$ cat config.mk
export PLATFORM = sky130hd
export DESIGN_NAME = ccc_lock_reset_sequencer
export DESIGN_NICKNAME = d
export VERILOG_FILES = /design/src/rtl/ccc_lock_reset_sequencer.sv
export SDC_FILE = /design/constraint.sdc
export NUM_CORES = 1
export LEC_CHECK = 0
export ABC_AREA = 1
export ABC_CLOCK_PERIOD_IN_PS = 2600
export CAP_MARGIN = 15
export CELL_PAD_IN_SITES_DETAIL_PLACEMENT = 1
export CELL_PAD_IN_SITES_GLOBAL_PLACEMENT = 1
export CORE_MARGIN = 8
export CORE_UTILIZATION = 48
export CTS_CLUSTER_DIAMETER = 50
export DETAILED_ROUTE_END_ITERATION = 6
export DONT_BUFFER_PORTS = 1
export PLACE_DENSITY_LB_ADDON = 0.1
export RECOVER_POWER = 25
export SYNTH_ARGS = -nofsm -noshare
export SYNTH_HDL_FRONTEND = slang
export SYNTH_SLANG_ARGS = --single-unit
$ cat constraint.sdc
create_clock -name CLK -period 2.6 [get_ports CLK]
set_input_delay 0.39 -clock CLK [delete_from_list [all_inputs] [get_ports CLK]]
set_output_delay 0.39 -clock CLK [all_outputs]
set_load 0.01 [all_outputs]
$ cat src/rtl/ccc_lock_reset_sequencer.sv
// Synchronises CCC lock into the fabric domain, filters it, then releases per-domain
// resets one stage at a time; any loss of lock (or SOFT_RST) re-asserts them all.
module ccc_lock_reset_sequencer #(
  parameter int LOCK_FILT  = 16,
  parameter int STAGE_DLY  = 64,
  parameter int NUM_STAGES = 3,
  parameter int CNT_W      = 8
) (
  input  logic                  CLK,
  input  logic                  RESET,
  input  logic                  LOCK_IN,
  input  logic                  SOFT_RST,
  output logic [NUM_STAGES-1:0] RST_OUT,
  output logic                  READY,
  output logic                  LOCK_LOST,
  output logic [CNT_W-1:0]      LOSS_COUNT,
  output logic [1:0]            STATE
);

  localparam int MAX_CNT = (LOCK_FILT > STAGE_DLY) ? LOCK_FILT : STAGE_DLY;
  localparam int CW      = (MAX_CNT < 2) ? 1 : $clog2(MAX_CNT);

  typedef enum logic [1:0] {
    WAIT_LOCK = 2'd0,
    FILTER    = 2'd1,
    RELEASE   = 2'd2,
    RUN       = 2'd3
  } state_t;

  state_t                  state_q, state_d;
  logic [CW-1:0]           cnt_q, cnt_d;
  logic [NUM_STAGES-1:0]   rst_q, rst_d;
  logic                    ready_q, ready_d;
  logic                    lost_q, lost_d;
  logic [CNT_W-1:0]        loss_cnt_q, loss_cnt_d;
  logic                    sync1_q, sync1_d;
  logic                    lock_s_q, lock_s_d;

  always_ff @(posedge CLK) begin
    if (RESET) begin
      state_q    <= WAIT_LOCK;
      cnt_q      <= '0;
      rst_q      <= '1;
      ready_q    <= 1'b0;
      lost_q     <= 1'b0;
      loss_cnt_q <= '0;
      sync1_q    <= 1'b0;
      lock_s_q   <= 1'b0;
    end else begin
      state_q    <= state_d;
      cnt_q      <= cnt_d;
      rst_q      <= rst_d;
      ready_q    <= ready_d;
      lost_q     <= lost_d;
      loss_cnt_q <= loss_cnt_d;
      sync1_q    <= sync1_d;
      lock_s_q   <= lock_s_d;
    end
  end

  always_comb begin
    state_d    = state_q;
    cnt_d      = cnt_q;
    rst_d      = rst_q;
    lost_d     = 1'b0;
    loss_cnt_d = loss_cnt_q;
    sync1_d    = LOCK_IN;
    lock_s_d   = sync1_q;

    case (state_q)
      WAIT_LOCK: begin
        rst_d = '1;
        if (lock_s_q) begin
          state_d = FILTER;
          cnt_d   = '0;
        end
      end
      FILTER: begin
        if (!lock_s_q) begin
          state_d = WAIT_LOCK;
        end else if (cnt_q == CW'(LOCK_FILT - 1)) begin
          state_d = RELEASE;
          rst_d   = rst_q << 1;
          cnt_d   = '0;
        end else begin
          cnt_d = cnt_q + 1'b1;
        end
      end
      RELEASE: begin
        // rst_q is a thermometer: shifting in zeros from the bottom releases
        // stages strictly in index order, and all-zero means the last one fell.
        if (rst_q == '0) begin
          state_d = RUN;
        end else if (cnt_q == CW'(STAGE_DLY - 1)) begin
          rst_d = rst_q << 1;
          cnt_d = '0;
        end else begin
          cnt_d = cnt_q + 1'b1;
        end
      end
      default: ;
    endcase

    // Abort overrides any sequencing step; loss wins over SOFT_RST and is counted.
    if ((state_q == RELEASE || state_q == RUN) && (!lock_s_q || SOFT_RST)) begin
      state_d = WAIT_LOCK;
      rst_d   = '1;
      cnt_d   = '0;
      if (!lock_s_q) begin
        lost_d = 1'b1;
        if (loss_cnt_q != '1) loss_cnt_d = loss_cnt_q + 1'b1;
      end
    end

    ready_d = (state_d == RUN);
  end

  assign RST_OUT    = rst_q;
  assign READY      = ready_q;
  assign LOCK_LOST  = lost_q;
  assign LOSS_COUNT = loss_cnt_q;
  assign STATE      = state_q;

endmodule

After elaboration in Yosys (flattened, before gate mapping)
Cells that the tools add are included.

Flip-flop bits (word level): 23. Input port bits: 4. Output and inout bits: 15. Word-level logic and storage cells: 54.

Equality and inequality tests: 12. Reductions and logical operators: 12. Bitwise gates (word level): 2. $add $sub $neg: 2. Multiplexer cells: 18.

Operators with widths (count): 6-bit 2-to-1 mux (5); 6-bit one-hot mux with 3 select lines (1); 3-bit 2-to-1 mux (4); 2-bit 2-to-1 mux (5); 2-bit inequality test, second input constant (5); 3-bit one-hot mux with 3 select lines (1); 8-bit by 1-bit adder with 8-bit output, second input constant (1); 8-bit inequality test, second input constant (1); 6-bit by 1-bit adder with 6-bit output, second input constant (1); 2-bit == test, second input constant (3); 6-bit by 4-bit == test with 1-bit output, second input constant (1); 6-bit == test, second input constant (1); 2-bit one-hot mux with 3 select lines (1); 5-bit AND reduction (1); 4-bit AND reduction (1); 2-bit OR reduction (2); 3-bit zero test (1); 3-bit AND reduction (1); 3-bit nonzero test (1); 2-bit by 1-bit == test with 1-bit output, second input constant (1); 2-bit zero test (1); 1-bit logical OR (2); 1-bit inverter (2); 1-bit logical AND (1); other kinds (2) (2).

Logic depth before layout (Yosys ltp)
Depth in word-level cells: 6. Depth in mapped cells: 11. Depth with buffers taken out: 11.

Worst setup path after synthesis
No wires, ideal clock.

Path type: flip-flop to flip-flop. Start: reg state_q[0], in the netlist STATE[0]. End: reg rst_q[0], in the netlist RST_OUT[0]. Clock period less this slack: 1.533 ns. Cell stages (with the launch flop): 11. Path slack: 1.067 ns. Buffers on the path: 0. Required time: 2.476 ns. Library setup time: 0.124 ns. Arrival time: 1.409 ns. Cell sequence: dfxtp_1 inv_1 ha_1 inv_2 nor2_1 nand2_1 nand2_1 nor2_4 inv_2 nand2_1 nand3_1.

Cells in the longest elaborated chain, start to end: 4. Elaborated cells between the ends (all ways): 14. Those cells by class: 7 x eq/ne; 1 x mux; 6 x reduce/logical.

Ends and longest elaborated chain: start, declared (RTL line 30) `state_t state_q, state_d;`; start signal, assigned (RTL line 50) `state_q <= state_d;`; parallel branches: the longest is 4 deep, another holds 5-bit AND reduction; end signal, assigned (RTL line 52) `rst_q <= rst_d;`; end, declared (RTL line 32) `logic [NUM_STAGES-1:0] rst_q, rst_d;`.

Several ways; the timed one is not identified. A chain may end at the register's enable or synchronous reset.

Final worst setup path
Start: reg state_q[1], in the netlist STATE[1]. End: reg loss_cnt_q[1], in the netlist LOSS_COUNT[1].

Cells in the longest elaborated chain, start to end: 4. Elaborated cells between the ends (all ways): 5. Those cells by class: 2 x eq/ne; 3 x reduce/logical.

Ends and longest elaborated chain: 2-bit == test (RTL line 105) `if ((state_q == RELEASE || state_q == RUN) && (!lock_s_q || SOFT_RST)) begin`; 1-bit logical OR (*) (RTL line 105); 1-bit logical AND (*) (RTL line 105); 3-bit AND reduction (no line) (*); end signal, assigned (RTL line 55) `loss_cnt_q <= loss_cnt_d;`; end, declared (RTL line 35) `logic [CNT_W-1:0] loss_cnt_q, loss_cnt_d;`.

Every way passes the cells marked *; elsewhere a longest branch is shown, timed or not.

==> flow_summary_export.csv <==
group,metric,value,unit
run_status,outcome,"finished, final reports clean",
detailed_routing,drt-total-wl,2940,um
layout,final_common_cell,"nand2_1",
global_route,grt_overflow_total,0,
pwr,leakage,0.586,nW
clock_tree,cts_tree,"built",
die,io-pin-count,19,
synthesis,ys_types,25,
sta,timing.final.crit_share,0.717,
pwr,powerDensity,435,nW/um^2
min_path,hold_depth,1,
sta,timing.final.ws_setup,735,ps
flow_run,drv_cap,0,
sta,hold_violations,0,
layout,drive_gt1_frac,0.144,
synthesis,ys_warn_count,0,
clock_tree,numCtsBuffers,3,
die,die_w,68.0,um
detailed_routing,viasPerCell,5.19,
critical_path,reg2reg_depth,6,
global_route,grt_pass1_wl,5200,um
synthesis,synth_fa_ha_area_frac,0.0676,
sta,whs,125,ps
layout,syn_to_final_growth,3.86,%
pwr,ir_drop,0.313,mV
critical_path,critPathLaunchType,"register",
layout,fin_cells,211,
synthesis,synth_compound_area_frac,0.136,
clock_tree,ctsHoldBuffers,0,
layout,antenna_cells,0,
placed_design,place_area,1320,um^2
detailed_routing,vias,1096,
die,die_y,68.0,um
critical_path,cp_data_arrival_time,2090,ps
synthesis,syn_inst,178,
critical_path,slowest_delay,500,ps
sta,finalSetupViolations,0,
synthesis,synth_area_per_cell,7.28,um^2
placed_design,dp_slack,757,ps
min_path,hold_path.class,"input port to register",
placed_design,placed_cells,207,
die,fp.coreArea,2660,um^2
critical_path,worstSetupPathType,"register to register",
detailed_routing,ant_nets,0,
sta,max_freq,0.536,GHz
critical_path,worstPathMaxFanout,11,
global_route,grt_pass1_vias,1141,
global_route,antenna_found_initial,0,
layout,fillers,356,
detailed_routing,wl_per_cell,13.9,um
synthesis,ys_ff_latch,23,
critical_path,crit_slowest_cell,"dfxtp_1",
clock_tree,cts_resized,0,
detailed_routing,first_pass_iters,4,
synthesis,synth_top_family_by_area,"simple AND/OR/NAND/NOR gates",
layout,final_util,0.506,
clock_tree,worstSkewPairLatency,310,ps
global_route,grt_start_max_net_pins,13,
synthesis,synth_nets,189,
sta,worst_pin_slew,550,ps
sta,fin_crit,1870,ps
sta,clock_skew,3.85,ps
sta,finalMaxSlewViolations,0,
critical_path,cp_common_cell,"nor2_1",
placed_design,dp_hpwl,2340,um
clock_tree,cts.sink_count,23,
placed_design,port_buffers,0,
pwr,power,0.585,mW
layout,design_area,1350,um^2
layout,final_cell_mix,"nand2_1 (42), dfxtp_1 (23), nor2_1 (22), inv_1 (18), a21oi_1 (17)",
synthesis,synthSimpleGateAreaFrac,0.332,
die,rows,19,
synthesis,synth_area,1300,um^2
clock_tree,clockRootBuffer,"clkbuf_4",
sta,setup_tns,0,ps
critical_path,end_kind,"register",
critical_path,path_cells,"ha_1 > o21ai_2 > a21oi_2 > inv_2 > nor2_1 > nor2_1",
placed_design,gp_congestion,0.755,
synthesis,synth.area.mux_share,0,
global_route,track_usage,0.141,
clock_tree,clkTransAtPathRegs,130,ps
synthesis,synth_xor_area_frac,0.0338,
critical_path,cp_data_required_time,2820,ps
clock_tree,cts.htree.levels,1,
clock_tree,post_cts_buffers,0,
detailed_routing,drt-initial-drc-count,30,
layout,fin_nets,192,
sta,rsz0062_at_grt,"false",
die,dieArea,4620,um^2
detailed_routing,remaining_drc_errors,0,
clock_tree,clock_path_buffers,2,
synthesis,seq_area_frac_synth,0.355,
die,start_util,0.487,
sta,slew-limit-headroom,0.633,
## sequential cells by signal, summed over array words and instances, names as in the netlist
signal / flops
LOSS_COUNT: 8
READY: 1
LOCK_LOST: 1
lock_s_d: 1
lock_s_q: 1
STATE: 2
cnt_q: 6
RST_OUT: 3
## Yosys cell counts
library cell | n | area share
nand2_1 | 42 | 0.12
dfxtp_1 | 23 | 0.36
nor2_1 | 22 | 0.064
inv_1 | 18 | 0.052
a21oi_1 | 17 | 0.066
nand3_1 | 10 | 0.039
ha_1 | 7 | 0.068
o21ai_1 | 5 | 0.019
inv_2 | 4 | 0.012
nand2_2 | 4 | 0.019
nor2_4 | 3 | 0.026
o21ai_0 | 3 | 0.012
xor2_1 | 3 | 0.020
a21oi_2 | 2 | 0.014
nor2_2 | 2 | 0.0097
nor3_2 | 2 | 0.015
o21ai_2 | 2 | 0.014
xnor2_1 | 2 | 0.014
a21oi_4 | 1 | 0.013
buf_6 | 1 | 0.0087
clkbuf_1 | 1 | 0.0029
nand2_4 | 1 | 0.0087
nand3_2 | 1 | 0.0077
nand3b_1 | 1 | 0.0058
nand3b_4 | 1 | 0.015
## worst paths after layout
kind / start / endpoint / slack [ps]
max reg2reg: STATE[1]$_SDFF_PP0_ / LOSS_COUNT[1]$_SDFFE_PP0P_ / 730
min: RESET / LOSS_COUNT[7]$_SDFFE_PP0P_ / 120
max: STATE[1]$_SDFF_PP0_ / LOSS_COUNT[1]$_SDFFE_PP0P_ / 730
min reg2reg: lock_s_d$_SDFF_PP0_ / lock_s_q$_SDFF_PP0_ / 420
## per-layer routing
layer / part of all wire / global-route usage / vias up / wire length [um]
li1: - / - / 567 / -
met1: 0.47 / 0.172 / 511 / 1380
met2: 0.47 / 0.242 / 13 / 1380
met3: 0.045 / 0.0327 / 5 / 131
met4: 0.014 / 0.0409 / 0 / 40
met5: 0 / 0 / - / 0
## area by class of cell
type	instances	area [um^2]	area share
inverters	22	82.6	0.0613
clock buffers	4	26.3	0.0195
flip-flops and latches	23	460	0.342
well taps	31	38.8	0.0288
multi-input cells	131	738	0.548
## where the power goes
group | leakage [nW] | internal, mW | total [mW] | switching, mW
logic | 0.385 | 0.0171 | 0.0495 | 0.0324
clock network | 0.0150 | 0.0599 | 0.171 | 0.111
registers | 0.186 | 0.358 | 0.365 | 0.00725
## worst max-delay path, delay by kind of cell (launching register included)
kind	cells	cell delay, ps
buffers and inverters	1	160
flip-flops	1	500
AO/OA/AOI/OAI	2	540
adder cells (fa/ha/maj)	1	390
AND/OR/NAND/NOR	2	190
## cell families after synthesis
family / count (synthesis)
adders and majority gates: 7
AOI/OAI and AO/OA: 30
DFF: 23
xor gates and xnor gates: 5
and+or+nand+nor: 89
buffers and inverters: 24
Power figures use the tool's default switching activity.
